**config.mk**
```make
export PLATFORM = sky130hd
export DESIGN_NAME = stall_ctrl
export DESIGN_NICKNAME = d
export VERILOG_FILES = /design/src/rtl/stall_ctrl.sv
export SDC_FILE = /design/constraint.sdc
export NUM_CORES = 1
export LEC_CHECK = 0
export ABC_CLOCK_PERIOD_IN_PS = 5950
export CORE_ASPECT_RATIO = 1.75
export CORE_MARGIN = 2
export CORE_UTILIZATION = 30
export DETAILED_ROUTE_END_ITERATION = 8
export PLACE_DENSITY_LB_ADDON = 0.15
export SLEW_MARGIN = 20
export SYNTH_ARGS = -nofsm -noshare
export SYNTH_HDL_FRONTEND = slang
export SYNTH_SLANG_ARGS = --single-unit
```
**constraint.sdc**
```tcl
create_clock -name clk -period 5.95 [get_ports clk]
set_clock_uncertainty 0.15 [all_clocks]
set_input_delay 1.4875 -clock clk [delete_from_list [all_inputs] [get_ports clk]]
set_output_delay 1.4875 -clock clk [all_outputs]
set_load 0.05 [all_outputs]
```
**src/rtl/stall_ctrl.sv**
```systemverilog
// Pipeline interlock: detects operand hazards and HI/LO busy conflicts, stalls the
// front end, tracks the mult/div busy window and counts stall cycles since reset.
module stall_ctrl #(
  parameter int unsigned MULT_CYC = 5,
  parameter int unsigned DIV_CYC  = 10
) (
  input  logic        clk,
  input  logic        reset,
  input  logic [4:0]  IDRs,
  input  logic [4:0]  IDRt,
  input  logic        IDUseRs,
  input  logic        IDUseRt,
  input  logic [1:0]  IDTuseRs,
  input  logic [1:0]  IDTuseRt,
  input  logic        IDIsMD,
  input  logic [4:0]  EXRegDst,
  input  logic [4:0]  MEMRegDst,
  input  logic [1:0]  EXTnew,
  input  logic [1:0]  MEMTnew,
  input  logic        EXStart,
  input  logic        EXIsDiv,
  input  logic        Req,
  output logic        Stall,
  output logic        PCEn,
  output logic        IFIDEn,
  output logic        IDEXClr,
  output logic        MDBusy,
  output logic [31:0] StallCnt
);

  localparam logic [3:0] MultLd = 4'(MULT_CYC);
  localparam logic [3:0] DivLd  = 4'(DIV_CYC);

  typedef enum logic {StIdle, StBusy} state_e;

  state_e      state_q, state_d;
  logic [3:0]  count_q, count_d;
  logic [31:0] stall_cnt_q, stall_cnt_d;
  logic        rs_haz, rt_haz, md_haz;

  // A source is hazardous when its producer is not forwardable before the
  // consumer needs it; $0 is hardwired and never waits on anything.
  always_comb begin
    rs_haz = IDUseRs && (IDRs != 5'd0) &&
             (((IDRs == EXRegDst) && (EXTnew > IDTuseRs)) ||
              ((IDRs == MEMRegDst) && (MEMTnew > IDTuseRs)));
    rt_haz = IDUseRt && (IDRt != 5'd0) &&
             (((IDRt == EXRegDst) && (EXTnew > IDTuseRt)) ||
              ((IDRt == MEMRegDst) && (MEMTnew > IDTuseRt)));
    md_haz = IDIsMD && (EXStart || MDBusy);
  end

  always_comb begin
    MDBusy   = (count_q != 4'd0);
    Stall    = (rs_haz || rt_haz || md_haz) && !Req;
    PCEn     = !Stall;
    IFIDEn   = !Stall;
    IDEXClr  = Stall || Req;
    StallCnt = stall_cnt_q;
  end

  // A start that coincides with a flush is squashed; a start while busy is ignored.
  always_comb begin
    state_d = state_q;
    count_d = count_q;
    unique case (state_q)
      StIdle: begin
        if (EXStart && !Req) begin
          count_d = EXIsDiv ? DivLd : MultLd;
          state_d = (count_d != 4'd0) ? StBusy : StIdle;
        end
      end
      StBusy: begin
        count_d = count_q - 4'd1;
        if (count_q == 4'd1) state_d = StIdle;
      end
      default: begin
        state_d = StIdle;
        count_d = 4'd0;
      end
    endcase
  end

  always_comb begin
    stall_cnt_d = stall_cnt_q;
    if (Stall && (stall_cnt_q != 32'hFFFF_FFFF)) stall_cnt_d = stall_cnt_q + 32'd1;
  end

  always_ff @(posedge clk) begin
    if (reset) begin
      state_q     <= StIdle;
      count_q     <= 4'd0;
      stall_cnt_q <= 32'd0;
    end else begin
      state_q     <= state_d;
      count_q     <= count_d;
      stall_cnt_q <= stall_cnt_d;
    end
  end

endmodule

```
After elaboration in Yosys (flattened, before gate mapping)
Index checks and enable logic that the tools add are counted.

Flip-flop bits (word level): 37. Input bits: 36. Output and inout port bits: 37.

Add/sub/neg operators: 2. Order comparisons: 4. Equality and inequality tests: 7. Multiplexer cells: 7. Bitwise gates (word level): 1. Reductions and logical operators: 24.

Operators with widths (number): 32-bit by 1-bit adder with 32-bit output (second input constant) (1); 32-bit != test (second input constant) (1); 5-bit == test (4); 1-bit logical AND (12); 5-bit nonzero test (2); 2-bit greater-than comparator (4); 4-bit two-way mux (2); 4-bit one-hot mux with 2 select lines (1); 4-bit nonzero test (2); 1-bit logical OR (6); 4-bit by 1-bit == test with 1-bit output (second input constant) (1); 4-bit by 1-bit subtractor with 4-bit output (second input constant) (1); 1-bit two-way mux (3); 1-bit zero test (2); 2-bit != test (second input constant) (1); 1-bit one-hot mux with 2 select lines (1); 1-bit inverter (1).

Longest topological paths before layout
Gate-level depths: netlist of the first run.

Depth in word-level cells: 8. Mapped depth: 11. Gate-level depth less buffers: 11.

Least setup slack after synthesis of the first run
OpenSTA, ideal clock, no wires.

Kind: input port to output port. Start: in IDTuseRs[1]. End: out IDEXClr. Data arrival time: 3.293 ns. Data required time: 4.313 ns. Setup slack: 1.019 ns. Stages: 10. Cell sequence: inv_1 -> ha_1 -> nand2_1 -> nand4_1 -> nor4_1 -> o221ai_1 -> and3_4 -> buf_2 -> buf_2 -> nand2b_1.

Longest elaborated chain between the ends: 8. Elaborated cells on any way between the ends: 10.

Ends and longest elaborated chain: from (decl) (line 13) `input logic [1:0] IDTuseRs,`; 2-bit greater-than comparator, on equally long branches (line 45, 46); 1-bit logical AND, on equally long branches (line 45, 46); 1-bit logical OR * (line 45) `(((IDRs == EXRegDst) && (EXTnew > IDTuseRs)) ||`; 1-bit logical AND * (line 44) `rs_haz = IDUseRs && (IDRs != 5'd0) &&`; 1-bit logical OR * (2 in series) (line 55) `Stall = (rs_haz || rt_haz || md_haz) && !Req;`; 1-bit logical AND * (line 55); 1-bit logical OR * (line 58) `IDEXClr = Stall || Req;`; to (decl) (line 26) `output logic IDEXClr,`.

Every way passes the cells marked *; elsewhere a longest branch is shown, timed or not.

Worst setup path after layout of the first run
Start: in IDTuseRt[1]. End: out IDEXClr.

Longest elaborated chain between the ends: 8. Elaborated cells on any way between the ends: 10.

Ends and longest elaborated chain: from (decl) (line 14) `input logic [1:0] IDTuseRt,`; 2-bit greater-than comparator, on equally long branches (line 48, 49); 1-bit logical AND, on equally long branches (line 48, 49); 1-bit logical OR * (line 48) `(((IDRt == EXRegDst) && (EXTnew > IDTuseRt)) ||`; 1-bit logical AND * (line 47) `rt_haz = IDUseRt && (IDRt != 5'd0) &&`; 1-bit logical OR * (2 in series) (line 55); 1-bit logical AND * (line 55); 1-bit logical OR * (line 58).

Marked as above.

==> results of run 1 <==
==> metrics by stage <==
step	power, uW	cells
6_report	648.4	463
2_1_floorplan	341.4	310
3_3_place_gp	390.7	455
5_1_grt	677.1	463
3_5_place_dp	392.2	455
4_1_cts	658.0	463
==> registers in the layout, summed over array words and instances (netlist names) <==
signal and cells:
StallCnt 32, count_q 4, state_q 1
==> final cells by class <==
type	instances	area, sq um
fillers	831	4796
multi-input cells	234	1590
repair buffers	74	750.7
flip-flops and latches	37	740.7
clock buffers	5	125.1
well taps	92	115.1
inverters	18	67.56
clock inverters	3	17.52
==> final timing paths <==
| kind | from | end | slack [ns] | depth (start not counted) |
|---|---|---|---|---|
| max | IDTuseRt[1] | IDEXClr | 0.49 | 10 |
| min | StallCnt[19] | StallCnt[19] | 0.34 | 2 |
| max reg2reg | StallCnt[0] | StallCnt[2] | 2.81 | 8 |
| min reg2reg | StallCnt[19] | StallCnt[19] | 0.34 | 2 |
==> cells by family after synthesis <==
logic type,share of synthesized area (%)
and+or+nand+nor,29.69
AOI/OAI and AO/OA,17.01
buffers and inverters,7.359
DFF,29.44
xor gates and xnor gates,6.962
adders and majority gates,5.967
muxes,3.580
==> metal layers <==
layer	vias to the layer above	global-route usage (%)
met2	72	28.09
li1	1271	-
met4	0	5.556
met5	-	0
met1	1210	18.35
met3	9	3.143
==> power by group through the flow <==
stage          clock network (uW)  registers, uW  logic [uW]
4_1_cts                       271            256         131
6_report                      263            256         129
3_5_place_dp                    0            261         131
2_1_floorplan                   0            263        78.7
3_3_place_gp                    0            261         129
5_1_grt                       278            256         143
==> synthesized netlist by cell type (5+ instances only) <==
cell	count
a21oi_1	28
and3_1	10
buf_2	6
clkbuf_1	8
dfxtp_1	37
ha_1	12
inv_1	17
mux2_2	7
nand2_1	15
nand3_1	13
nand4_1	14
nor2_1	19
nor2b_1	10
nor3_1	6
nor4_1	8
o21ai_0	5
o31ai_1	17
or4_1	19
xnor2_1	13
xor2_1	7
==> placed cells by master (no fill, tap or decap), types with 10 or more instances in the layout <==
cell type	instances
and3_1	10
o31ai_1	17
nor2b_1	10
nand4_1	14
nand2_1	15
clkdlybuf4s50_1	68
nand3_1	13
inv_1	17
xnor2_1	13
or4_1	19
ha_1	12
nor2_1	19
a21oi_1	28
dfxtp_1	37
==> worst max-delay path, cell delays in order <==
cell and delay, ns:
clkdlybuf4s50_1 0.45, inv_1 0.05, ha_1 0.31, nor2b_1 0.14
o21ai_0 0.21, a2111oi_2 0.06, o221ai_1 0.21, and3_4 0.53
nand2b_1 0.17, buf_12 0.18
==> run metrics, run 1 <==
status=finished clean; critical path class=in2out; Gates resized, CTS repair=0; Net Sw Frac=~29%; All-Layer GR Usage=roughly 16%; measured slew at the worst slew-check pin=slightly below 0.9 ns; Leakage=around 0.0012 uW; share of the synthesized area in the top cell type=slightly below 30%; synth top area cells=dfxtp_1, ha_1, or4_1; Sink Count=37; Setup Viol. Count Final=0; Sequential Power Share=39.5%; core area=just over 0.008 sq mm; Post-synth EDFFs=0; Initial Utilization=30.67%; final hold viol count=0; TritonRoute pass-1 iters=4; Req. time, crit path=4.31 ns; pin count of the biggest net entering global routing=50; setup TNS=0 ns; Boundary Pins=between 70 and 80; H-tree depth=2; Die ar.=~0.0092 sq mm; final worst path period share=around nine tenths; GRT overflow=0; DRT antenna net count=0; # diodes=0; Synth area leader=dfxtp_1; via count=2562; 1st-iter DRT viols=96; Yosys cell types=48; sequential element share of the synthesized area=between 20 and 30%; Die Span Y=~130 um; final core utilization=around two fifths; most frequently used flop master after synthesis=dfxtp_1; worst min path class=reg2reg; # nets final=418; MaxCap Viol Count=0; Clk pwr share=about two fifths; net switching power=188.0 uW; RD Place Congestion=0.8414; post-route DRC violation count=0; Syn Nets=roughly 360; placed inst area=about 0.0033 sq mm; Fmax=183.1 MHz; Syn Inst Count=between 300 and 400; clock buffer depth=2; number of global-route vias before repair=~2400; Slew Limit Fails=0; power density cells=~190 mW/mm^2; Crit. End Element=output port; root buffer cell=clkbuf_16; asr flop ratio synth=0%; Worst-path clk slew=0.06 ns; DP Worst Slack=0.4901 ns; Syn. warnings=0; P_int=roughly 460 uW; wire length of the first global-routing pass=between 10000 and 15000 um; Data arrival, critical path=~3.8 ns; RSZ-0062 raised after global routing=false; wire length per cell=15.48 um; Combinational Power Share=approximately a fifth; Met2 Wirelength=3654 um; Slew headroom=around 42%; CTS tree=yes; Max Used Layer=met4; Post-CTS Repair Setup Buffers=0; row cnt=44; Final min period=~5.5 ns; die width=about 73 um; TritonCTS Buffers=5; post-route cell area=between 0.003 and 0.004 sq mm; largest driver fanout on the critical path=49; worst setup margin=~0.49 ns; proportion of layout cells with a drive suffix above 1=~7.8%; latest clock arrival within the worst-skew pair=0.29 ns; Hold Buf Count CTS=0; netlist area before placement=between 0.002 and 0.003 sq mm; Yosys reg bits=37; Via-to-Cell Ratio=between 5 and 6; dpl hpwl=between 5000 and 6000 um; worst hold margin=roughly 0.34 ns; I/O Buffers=72; Layout Area Growth over Synthesis=35.41%; Total Wirelength=7168 um; met3 wire len=about 420 um; startpoint types=input pin; Post-Route M1 WL=2972 um; Syn Area/Cell=8.117 sq um; Max rail drop VDD=~0.11 mV; initial antenna violation count=0
Note: power is estimated with default switching activity, not from simulation.
==> inputs of run 2 (changes only) <==
- SETUP_SLACK_MARGIN: unset -> 0.02
==> results of run 2 <==
No change in the layout: final DEF, timing and power equal those of run 1.
==> inputs of run 3 (changes only) <==
- CORE_UTILIZATION: 30 -> 52
==> run metrics, run 3 (synthesis results as in run 1) <==
Die Span Y=96.02 um (-23%); critical path class=in2out; setup TNS=0 ns (unchanged); measured slew at the worst slew-check pin=1.047 ns (+0.1789 ns); critical path cell sequence=clkdlybuf4s50_1, inv_1, ha_1, nor2b_1, o21ai_0, a2111oi_2, o221ai_1, and3_4, nand2b_1, buf_4; root buffer cell=clkbuf_8; Setup Viol. Count Final=0 (unchanged); Worst-path clk slew=0.07 ns (about the same); pin count of the biggest net entering global routing=50 (unchanged); All-Layer GR Usage=24.09% (+8.2 points); Crit. End Element=output port; dpl hpwl=4717 um (-11%); H-tree depth=2 (unchanged); Post-CTS Repair Setup Buffers=0 (unchanged); most common cell after layout, fill and taps aside=clkdlybuf4s50_1; RSZ-0062 raised after global routing=false; Gates resized, CTS repair=0 (unchanged); worst hold margin=0.3411 ns (-0.002028 ns); Slew headroom=30.17% (-12 points); status=finished clean; Data arrival, critical path=3.75 ns (-0.07 ns); largest driver fanout on the critical path=49 (unchanged); Via-to-Cell Ratio=6.024 (+8.9%); core area=0.004666 sq mm (-43%); Die ar.=0.005433 sq mm (-41%); post-route DRC violation count=0 (unchanged); Sink Count=37 (unchanged); Worst path slowest cell=and3_4; latest clock arrival within the worst-skew pair=0.29 ns (about the same); 1st-iter DRT viols=56 (-42%); Req. time, crit path=4.31 ns (about the same); max reg flops=32 (unchanged); Max rail drop VDD=0.1792 mV (+58%); Max stage delay on crit path=0.52 ns (about the same); Boundary Pins=73 (unchanged); # nets final=418 (unchanged); Total Wirelength=6396 um (-11%); TritonRoute pass-1 iters=4 (unchanged); RD Place Congestion=0.8771 (+4.2%); proportion of layout cells with a drive suffix above 1=7.817% (unchanged); number of global-route vias before repair=2412 (-0.86%); cell family with most CP delay=simple AND/OR/NAND/NOR gates; Leakage=0.001167 uW (-2.0%); I/O Buffers=72 (unchanged); row cnt=33 (-25%); DRT antenna net count=0 (unchanged); Hold Buf Count CTS=0 (unchanged); final worst path period share=90.59% (-1.2 points); worst path bufs/invs=3 (unchanged); GRT overflow=0 (unchanged); Fmax=185.5 MHz (+1.3%); TritonCTS Buffers=5 (unchanged); wire length of the first global-routing pass=10510 um (-9.7%); Slew Limit Fails=0 (unchanged); Layout Area Growth over Synthesis=30.78%; Initial Utilization=53.93% (+23 points); MaxCap Viol Count=0 (unchanged); wire length per cell=15.12 um (-2.3%); die width=56.59 um (-23%); Final min period=5.390 ns (-0.07093 ns); initial antenna violation count=0 (unchanged); startpoint types=input pin; CTS tree=yes; clock buffer depth=2 (unchanged); most frequent cells in the layout=clkdlybuf4s50_1, dfxtp_1, a21oi_1, nor2_1, or4_1; via count=2548 (-0.55%); power density cells=174.1 mW/mm^2 (-8.5%); worst min path class=reg2reg; # diodes=0 (unchanged); final hold viol count=0 (unchanged)
-- run 3: path summary, 6_finish.rpt --
kind	from	end	cells past startpoint	slack, ns
setup / recovery	IDTuseRt[1]	IDEXClr	10	0.56
hold / removal	StallCnt[19]	StallCnt[19]	2	0.34
setup reg to reg	StallCnt[1]	StallCnt[2]	8	2.69
hold reg to reg	StallCnt[19]	StallCnt[19]	2	0.34
-- run 3: report_power, final --
group	switching [uW]	total [uW]	internal, uW
combinational	72.1	124	52.1
clock	88.3	193	105
sequential	4.39	256	252
total	165	573	408
-- run 3: worst register-to-register path: cells and delay by family (launching register included) --
family,cells,cell delay [ns]
AOI/OAI and AO/OA,1,0.94
adders and majority gates,1,0.20
buffers and inverters,1,0.14
DFF,1,0.40
muxes,1,0.33
and+or+nand+nor,4,0.98
-- run 3: routing by layer --
layer	vias up	track usage (%)	part of all wire, %
li1	1279	-	-
met1	1189	26.16	39
met2	68	45.74	54
met3	12	3.763	4.9
met4	0	9.524	2.2
met5	-	0	0
-- run 3: cell type report --
type,instances,area (sq um)
timing repair buffer,74,725.7
clock buffer,7,96.34
fill,386,1375
clock inverter,1,5.005
inverter,18,67.56
tap,52,65.06
sequential,37,740.7
multi-input combinational,234,1590
-- run 3: through the flow --
stage	utilization (%)	power, uW	worst slack, ns	std cells	cell area (sq um)
finish	70.53	573.0	0.5600	423	3291
detailed placement	68.36	386.3	0.5488	415	3189
CTS	70.53	577.3	0.5420	423	3291
floorplan	-	341.4	1.019	310	2516
global placement	68.36	383.5	0.6171	415	3189
global route	70.53	600.3	0.3887	423	3291
==> edit 1 (settings of run 3) <==
Add an input register stage for `EXIsDiv`, without a reset; this delays it by one clock. The other inputs are not delayed to match.
--- a/src/rtl/stall_ctrl.sv
+++ b/src/rtl/stall_ctrl.sv
@@ -33,6 +33,12 @@
 
   typedef enum logic {StIdle, StBusy} state_e;
 
+  logic EXIsDiv_q;
+
+  always_ff @(posedge clk) begin
+    EXIsDiv_q <= EXIsDiv;
+  end
+
   state_e      state_q, state_d;
   logic [3:0]  count_q, count_d;
   logic [31:0] stall_cnt_q, stall_cnt_d;
@@ -66,7 +72,7 @@
     unique case (state_q)
       StIdle: begin
         if (EXStart && !Req) begin
-          count_d = EXIsDiv ? DivLd : MultLd;
+          count_d = EXIsDiv_q ? DivLd : MultLd;
           state_d = (count_d != 4'd0) ? StBusy : StIdle;
         end
       end
Check against the original RTL: not equivalent (Yosys sat finds a counterexample within 10 cycles, from zero or initial values and one cycle with reset high).
==> edit 1 against run 3 <==
Synthesized area grew 0.80%. Routed wire length shrank 0.34%. Final area grew 0.42%. Power grew 0.61%. Sequential cell count grew 1. Setup slack lost 0.00063 ns. Count of clock-buffer cells in the layout shrank 1.
==> edit 1: results (changes against run 3) <==
* Status: finished clean (unchanged)
* R2R Path Start: StallCnt[0]$_SDFFE_PP0P_ (was StallCnt[1]$_SDFFE_PP0P_)
* Mapped Nets at 359 (was 358)
* DR vias at 2579 (was 2548)
* Antenna cell count at 0 (unchanged)
* Pre-CTS WS at 0.554 ns (was 0.549 ns)
* Post-synthesis adder-cell area fraction at 5.92% (was 5.97%)
* PwrDens at 174 nW/um^2 (about the same)
* Slew @ Worst Pin at 0.651 ns (was 1.05 ns)
* Pleak at 1.17 nW (about the same)
* Final hold slack at 0.350 ns (was 0.341 ns)
* Avg Cell Area, Syn at 8.15 sq um (was 8.12 sq um)
* Layout cells sized above 1 at 7.80% (was 7.82%)
* Pint at 0.404 mW (was 0.408 mW)
* DP Area at 3210 sq um (was 3190 sq um)
* Sequential area share after synthesis at 30.0% (was 29.4%)
* Met3 Resource Use GR at 4.13% (was 3.76%)
* GR Util All Layers at 23.6% (was 24.1%)
* Hold Crit Endpoint: StallCnt[23]$_SDFFE_PP0P_ (was StallCnt[19]$_SDFFE_PP0P_)
* Post-synthesis compound-gate area fraction at 16.9% (was 17.0%)
* Max IR drop VDD at 193 uV (was 179 uV)
* First DRT Iteration DRCs at 68 (was 56)
* Slowest stage cell, crit path: and3_4 (unchanged)
* Sequential power at 0.263 mW (was 0.256 mW)
* Synth Area in XOR/XNOR at 6.91% (was 6.96%)
* WHS Path Cells at 2 (unchanged)
* Mux contribution to synthesized area at 3.55% (was 3.58%)
* Grt met2 use at 43.3% (was 45.7%)
* Final HPWL from detailed placement at 4690 um (was 4720 um)
* Nets at 419 (was 418)
* GPL Wtd Cong at 0.894 (was 0.877)
* Via/cell ratio at 6.08 (was 6.02)
* Met1 Usage GRT at 26.3% (was 26.2%)
* Largest cells by area after synthesis: dfxtp_1 30%, ha_1 5.9%, or4_1 5.6%, a21oi_1 5.5%, o31ai_1 5.0% (was dfxtp_1 29%, ha_1 6.0%, or4_1 5.7%, a21oi_1 5.6%, o31ai_1 5.1%)
* Hold path start: StallCnt[23]$_SDFFE_PP0P_ (was StallCnt[19]$_SDFFE_PP0P_)
## edit 1: cell count changes in the layout (fill, tap and decap cells not counted)
cell	delta
clkbuf_8	-1
clkinvlp_4	+1
dfxtp_1	+1
## edit 1: how the worst max path moves through the flow
stage | start | to | slack [ns]
after global routing | IDTuseRt[1] | IDEXClr | 0.40
after global placement | IDTuseRt[1] | IDEXClr | 0.64
after CTS | IDTuseRt[1] | IDEXClr | 0.54
after floorplan | IDTuseRs[1] | IDEXClr | 1.02
after detailed placement | IDTuseRt[1] | IDEXClr | 0.55
final | IDTuseRt[1] | IDEXClr | 0.56
## edit 1: cell type report
class	instances	area, sq um
inverter	18	67.6
clock buffer	6	82.6
fill	396	1400
clock inverter	2	12.5
tap	52	65.1
sequential	38	761
multi-input combinational	234	1590
timing repair buffer	74	726
## edit 1: metal layers
metal	vias to the layer above	share of wire, %	routed length (um)
li1	1282	-	-
met1	1202	41	2590
met2	82	51	3280
met3	13	5.2	329
met4	0	2.8	180
met5	-	0	0
==> edit 2 (settings of run 3) <==
Made on the original files. `DIV_CYC`: 10 -> 5.
--- a/src/rtl/stall_ctrl.sv
+++ b/src/rtl/stall_ctrl.sv
@@ -2,7 +2,7 @@
 // front end, tracks the mult/div busy window and counts stall cycles since reset.
 module stall_ctrl #(
   parameter int unsigned MULT_CYC = 5,
-  parameter int unsigned DIV_CYC  = 10
+  parameter int unsigned DIV_CYC  = 5
 ) (
   input  logic        clk,
   input  logic        reset,
Behaviour: not the same (Yosys sat finds a counterexample within 10 cycles, from zero or initial values and one cycle with reset high).
==> edit 2 against run 3 <==
Routed wire length up 1.2%. Final area down 0.99%. Power up 3.9%. Sequential cell count unchanged. Setup slack better by 0.088 ns. Critical path depth unchanged. First-iteration DRC count up 21%. Cell count down 0.47%. Clock power up 18%. Die area down 4.5%. Synthesized area down 4.7%. Combinational power down 9%. Hold slack worse by 0.0038 ns. Via count down 1.4%. Critical path type unchanged. Largest power group unchanged. Highest routed layer unchanged.
==> edit 2: results (changes against run 3) <==
* Nets at 417 (was 418)
* Worst reg2reg endpoint: StallCnt[11]$_SDFFE_PP0P_ (was StallCnt[2]$_SDFFE_PP0P_)
* Synthesized area at 2400 sq um (was 2520 sq um)
* Arrival time worst endpoint at 3.66 ns (was 3.75 ns)
* GR Util All Layers at 25.7% (was 24.1%)
* DR WL/cell at 15.4 um (was 15.1 um)
* Reg2reg setup slack at 3.39 ns (was 2.69 ns)
* DP Area at 3140 sq um (was 3190 sq um)
* Status: finished clean (unchanged)
* First DRT Iteration DRCs at 68 (was 56)
* Final HPWL from detailed placement at 4810 um (was 4720 um)
* Max IR drop VDD at 214 uV (was 179 uV)
* Routed wire length at 6470 um (was 6400 um)
* Vias in the first global route at 2423 (was 2412)
* CP Max Fanout at 4 (was 49)
* WHS Path Cells at 1 (was 2)
* Pre-CTS WS at 0.673 ns (was 0.549 ns)
* Placed insts at 413 (was 415)
* Reg2Reg Depth at 7 (was 8)
* Clock-net power at 0.227 mW (was 0.193 mW)
* Post-synth top cells: 37 x dfxtp_1, 32 x a21oi_1, 20 x nand2_1 (was 37 x dfxtp_1, 28 x a21oi_1, 19 x nor2_1, 19 x or4_1)
* Mapped Cells at 303 (was 310)
* Hold path start: count_q[3]$_SDFFE_PP0P_ (was StallCnt[19]$_SDFFE_PP0P_)
* PwrDens at 183 nW/um^2 (was 174 nW/um^2)
* Global-route wire length before repair at 10900 um (was 10500 um)
-- edit 2: cell types whose count changed after synthesis, sizes merged, moves of 3 or more --
cell and delta:
nor2b -5, buf -6, or4 -4, o31ai -4
inv -7, or3 +16, nand2b +5, o21ai +11
mux2 -3, a21oi +4, nand2 +5, and3 -5
nor4 -5
-- edit 2: cell type report --
cell class / count / area [sq um]
Inverter: 11 / 41.3
Clock buffer: 7 / 86.3
Clock inverter: 1 / 30.0
Timing Repair Buffer: 74 / 748
Multi-Input combinational cell: 240 / 1550
Sequential cell: 37 / 741
Fill cell: 355 / 1150
Tap cell: 51 / 63.8
-- edit 2: metal layers --
metal  track usage (%)  up-vias  wire length, um  share of wire [%]
li1                  -     1256                -                  -
met1              28.3     1161             2490                 38
met2              47.5       78             3450                 53
met3              4.13       17              320                4.9
met4              11.6        0              214                3.3
met5                 0        -                0                  0
-- edit 2: how the worst max path moves through the flow --
stage	from	to	slack, ns	cells past startpoint
floorplan	IDTuseRs[1]	Stall	0.83	10
detailed placement	IDTuseRs[1]	Stall	0.67	10
global placement	IDTuseRs[1]	Stall	0.72	10
CTS	IDTuseRs[1]	Stall	0.66	10
finish	IDTuseRs[1]	Stall	0.65	10
global route	IDTuseRs[1]	Stall	0.53	10
-- edit 2: cells by family (layout without fill, tap and decap cells) --
logic type / Yosys count / in the layout / synth area share (%)
AND/OR/NAND/NOR: 133 / 133 / 30.8
multiplexers: 6 / 6 / 2.77
XOR/XNOR: 20 / 20 / 7.31
AO/OA/AOI/OAI: 69 / 69 / 17.2
adder cells (fa/ha/maj): 12 / 12 / 6.26
buffers and inverters: 26 / 93 / 4.75
flip-flops: 37 / 37 / 30.9
